--- config.mk ---
export PLATFORM = sky130hd
export DESIGN_NAME = reg_file
export DESIGN_NICKNAME = d
export VERILOG_FILES = /design/src/rtl/reg_file.sv
export SDC_FILE = /design/constraint.sdc
export NUM_CORES = 1
export LEC_CHECK = 0
export CELL_PAD_IN_SITES_DETAIL_PLACEMENT = 0
export CELL_PAD_IN_SITES_GLOBAL_PLACEMENT = 1
export CORE_MARGIN = 2
export CORE_UTILIZATION = 30
export CTS_BUF_LIST = sky130_fd_sc_hd__clkbuf_4 sky130_fd_sc_hd__clkbuf_8
export CTS_CLUSTER_SIZE = 25
export DETAILED_ROUTE_END_ITERATION = 7
export PLACE_DENSITY = 0.53
export RECOVER_POWER = 100
export SLEW_MARGIN = 20
export SYNTH_ARGS = -nofsm -noshare
export SYNTH_HDL_FRONTEND = slang
export SYNTH_SLANG_ARGS = --single-unit
--- constraint.sdc ---
create_clock -name clk -period 2 [get_ports clk]
set_clock_uncertainty 0.05 [all_clocks]
set_input_delay 0.3 -clock clk [delete_from_list [all_inputs] [get_ports clk]]
set_output_delay 0.3 -clock clk [all_outputs]
set_load 0.02 [all_outputs]
--- src/rtl/reg_file.sv ---
// reg_file: single-port synchronous register file.
//
// DEPTH words of WIDTH bits sharing one address for reads and writes.
// Reads are registered: rddata updates on the edge that samples rden and
// otherwise holds its last value. A simultaneous write and read to the
// shared address returns the new data (write-first).
//
// Ports:
//   clk      rising-edge clock for all state
//   rst      synchronous, active-high reset; clears every word and rddata
//   wren     write enable
//   rden     read enable
//   address  shared word address, $clog2(DEPTH) bits
//   wrdata   write data, WIDTH bits
//   rddata   registered read data, WIDTH bits
//
// Addresses at or above DEPTH (reachable only when DEPTH is not a power of
// two) drop writes and read back as zero.

module reg_file #(
   parameter int unsigned WIDTH = 16,
   parameter int unsigned DEPTH = 8
) (
   input  logic                     clk,
   input  logic                     rst,
   input  logic                     wren,
   input  logic                     rden,
   input  logic [$clog2(DEPTH)-1:0] address,
   input  logic [WIDTH-1:0]         wrdata,
   output logic [WIDTH-1:0]         rddata
);

   localparam int unsigned AW = $clog2(DEPTH);

   // One extra bit so DEPTH itself is representable when it is a power of two.
   localparam logic [AW:0] DepthLim = DEPTH[AW:0];

   logic [WIDTH-1:0] mem_q [DEPTH];
   logic [WIDTH-1:0] rddata_q;
   logic             in_range;

   assign in_range = ({1'b0, address} < DepthLim);

   always_ff @(posedge clk) begin
      if (rst) begin
         for (int i = 0; i < int'(DEPTH); i++) begin
            mem_q[i] <= '0;
         end
         rddata_q <= '0;
      end else begin
         if (wren && in_range) begin
            mem_q[address] <= wrdata;
         end
         if (rden) begin
            if (!in_range) begin
               rddata_q <= '0;
            end else if (wren) begin
               // Write-first: forward the incoming word instead of the stale one.
               rddata_q <= wrdata;
            end else begin
               rddata_q <= mem_q[address];
            end
         end
      end
   end

   assign rddata = rddata_q;

endmodule

==> metrics.csv <==
stage,metric,value,unit
outcome,status,completed,
place,GPL Wtd Cong,0.777,
sta,unrepaired setup endpoints after global routing,false,
detailed_routing,Initial DRC Count,258,
pwr,PwrDens,814,nW/um^2
cts,Clock transition at path regs,80,ps
setup_path,worst path cell trace,dlygate4sd3_1,
worst_hold_path,Hold Path Class,reg2reg,
global_route,largest net degree at the start of global routing,28,
synth,post-synth top area share,58.8,%
setup_path,Crit path depth,1,
cells_and_area,area grow syn2layout,20.1,%
cts,Post-CTS Setup Bufs,0,
synth,Yosys Warn Count,0,
setup_path,worst-path fanout max,2,
setup_path,"Slowest-stage cell, CP",dlygate4sd3_1,
cells_and_area,layout net count,580,
cells_and_area,Non-Filler Instances,845,
cts,clk sinks,144,
die,Die Y,152,um
sta,max-slew violation count,0,
synth,sequential area share after synthesis,63.7,%
cells_and_area,Layout fillers,2067,
sta,Hold Fails Final Rpt,0,
die,Core Area,21200,sq um
place,DP HPWL,11800,um
setup_path,Crit. End Element,primary output,
detailed_routing,DRC,0,
cells_and_area,most frequent cells in the layout,"edfxtp_1 (128), and2_1 (94), mux2i_1 (44)",
synth,Syn Area/Cell,13.3,sq um
synth,Post-Syn Area,6530,sq um
sta,minimum clock period,1860,ps
sta,Worst-Margin Slew,668,ps
setup_path,WP buf/inv,1,
cts,Max Buffers Root-to-Sink,2,
synth,synthesis-stage register bit count,144,
setup_path,WS Path Type,reg2out,
setup_path,Worst Path Arrival,1510,ps
global_route,GR Util All Layers,16.3,%
place,# port buffers,38,
pwr,IR Drop Worst-Case VDD,0.372,mV
cells_and_area,final instance area,7850,sq um
setup_path,reg2reg setup slack,790,ps
sta,Hold WS,606,ps
cells_and_area,ANT cells,0,
detailed_routing,routed len/inst,20.9,um
sta,Slew HR,55.4,%
setup_path,R2R depth,4,
setup_path,worst flop-to-flop path endpoint,rddata[3],
setup_path,Worst setup startpoint,rddata[5],
synth,top post-synthesis cells by area,"edfxtp_1 (59%), and2_1 (12%), mux2i_1 (6.7%)",
sta,f_max,538,MHz
setup_path,CP endpoint,rddata[5],
die,initial core utilization,30.8,%
die,die area,23000,sq um
global_route,initial antenna violation count,0,
die,Die X-Extent,152,um
sta,fin crit share,93.0,%
flow_run,max cap viols,0,
cells_and_area,final core occ,37.0,%
pwr,Leak,2.84,nW
setup_path,Crit path max-delay family,buffers and inverters,
cts,Root Buffer,clkbuf_8,
setup_path,max incr delay on CP,690,ps
cts,CTS buffer count,17,
cts,CTS Hold Bufs,0,
cts,CTS tree,built,
synth,cells after synthesis,490,
cells_and_area,"most common cell after layout, fill and taps aside",edfxtp_1,
detailed_routing,final antenna-violating net count,0,
sta,final count of negative-setup-slack endpoints,0,
global_route,global-route wire length before repair,26200,um
detailed_routing,drt first pass iters,4,
cts,Clock H-tree levels,4,
synth,count of cell types in the netlist,25,
setup_path,reg2reg start,mem_q[0][3],
cts,CTS-repair resized insts,0,
synth,syn_nets,513,
detailed_routing,Post-Route WL,17700,um
global_route,number of global-route vias before repair,4091,
global_route,gr ovfl total,0,
synth,largest area contributor in the netlist,edfxtp_1,
cts,worst skew pair latency,440,ps
detailed_routing,Via density,4.70,
place,placed cells,813,
detailed_routing,Via Count,3975,
die,Rows,53,
cells_and_area,layout cells sized above 1,18.2,%
setup_path,WP data required,1650,ps
setup_path,CP Launch Type,flop,
die,io pins,39,
place,Placed Area,7650,sq um
==> layer usage <==
layer / track usage, % / vias to the layer above / part of all wire (%)
met5: 0 / - / 0
met4: 4.91 / 0 / 1.7
met3: 3.11 / 14 / 3.6
met2: 27.4 / 81 / 49
met1: 21.5 / 1977 / 46
li1: - / 1903 / -
==> worst min-delay path by stage <==
stage	from	endpoint	slack, ps	cells after the start
after floorplan	wrdata[5]	rddata[5]	430	2
after global placement	rddata[0]	rddata[0]	600	3
after detailed placement	rddata[15]	rddata[15]	590	3
after CTS	rst	rddata[14]	600	3
after global routing	rst	rddata[15]	620	3
final	rddata[0]	rddata[0]	610	3
==> area by class of cell <==
cell class | instances | area [sq um] | area share [%]
Clock inverter | 13 | 111 | 1.42
Sequential cell | 144 | 4160 | 53.1
Multi-Input combinational cell | 317 | 2200 | 28.0
Timing Repair Buffer | 77 | 764 | 9.74
Clock buffer | 19 | 262 | 3.33
Tap cell | 275 | 344 | 4.39
==> logic make-up after synthesis <==
family / count (synthesis) / synth area share [%]
simple gates: 178 / 17.4
flops: 144 / 63.7
compound gates: 75 / 6.36
mux: 64 / 10.2
buf+inv: 29 / 2.32
==> flip-flops by register name, indices dropped and copies added (netlist names) <==
name,flops
rddata,16
mem_q,128
==> where the power goes <==
part | leakage, nW | internal [mW] | total (mW) | switching [mW]
Sequential | 1.36 | 3.46 | 3.51 | 0.0545
Clock | 0.184 | 1.05 | 2.21 | 1.16
Combinational | 1.30 | 0.288 | 0.672 | 0.385
==> synthesized netlist by cell type <==
cell type / count
mux2_2: 20
clkbuf_1: 15
or3b_4: 1
or2_2: 9
a21oi_1: 16
o22ai_1: 32
o21ai_1: 1
nand2b_1: 4
o21ai_0: 26
buf_2: 5
buf_4: 5
buf_6: 2
and2_1: 130
edfxtp_1: 128
nor2_1: 2
dfxtp_1: 16
mux2i_1: 44
clkbuf_2: 2
or3_1: 5
nand3b_1: 1
nor2_2: 3
nor3_4: 2
nor2b_1: 16
nand2_1: 3
nor2_4: 2
==> metrics by stage <==
stage / total power [mW] / worst slack (ps) / setup TNS [ps]
floorplan: 3.91 / 322 / 0
global placement: 4.31 / -47.5 / -2710
detailed placement: 4.32 / -57.9 / -3490
CTS: 6.52 / 155 / 0
global route: 6.65 / 64.0 / 0
finish: 6.39 / 141 / 0
(Power assumes the default switching activity.)
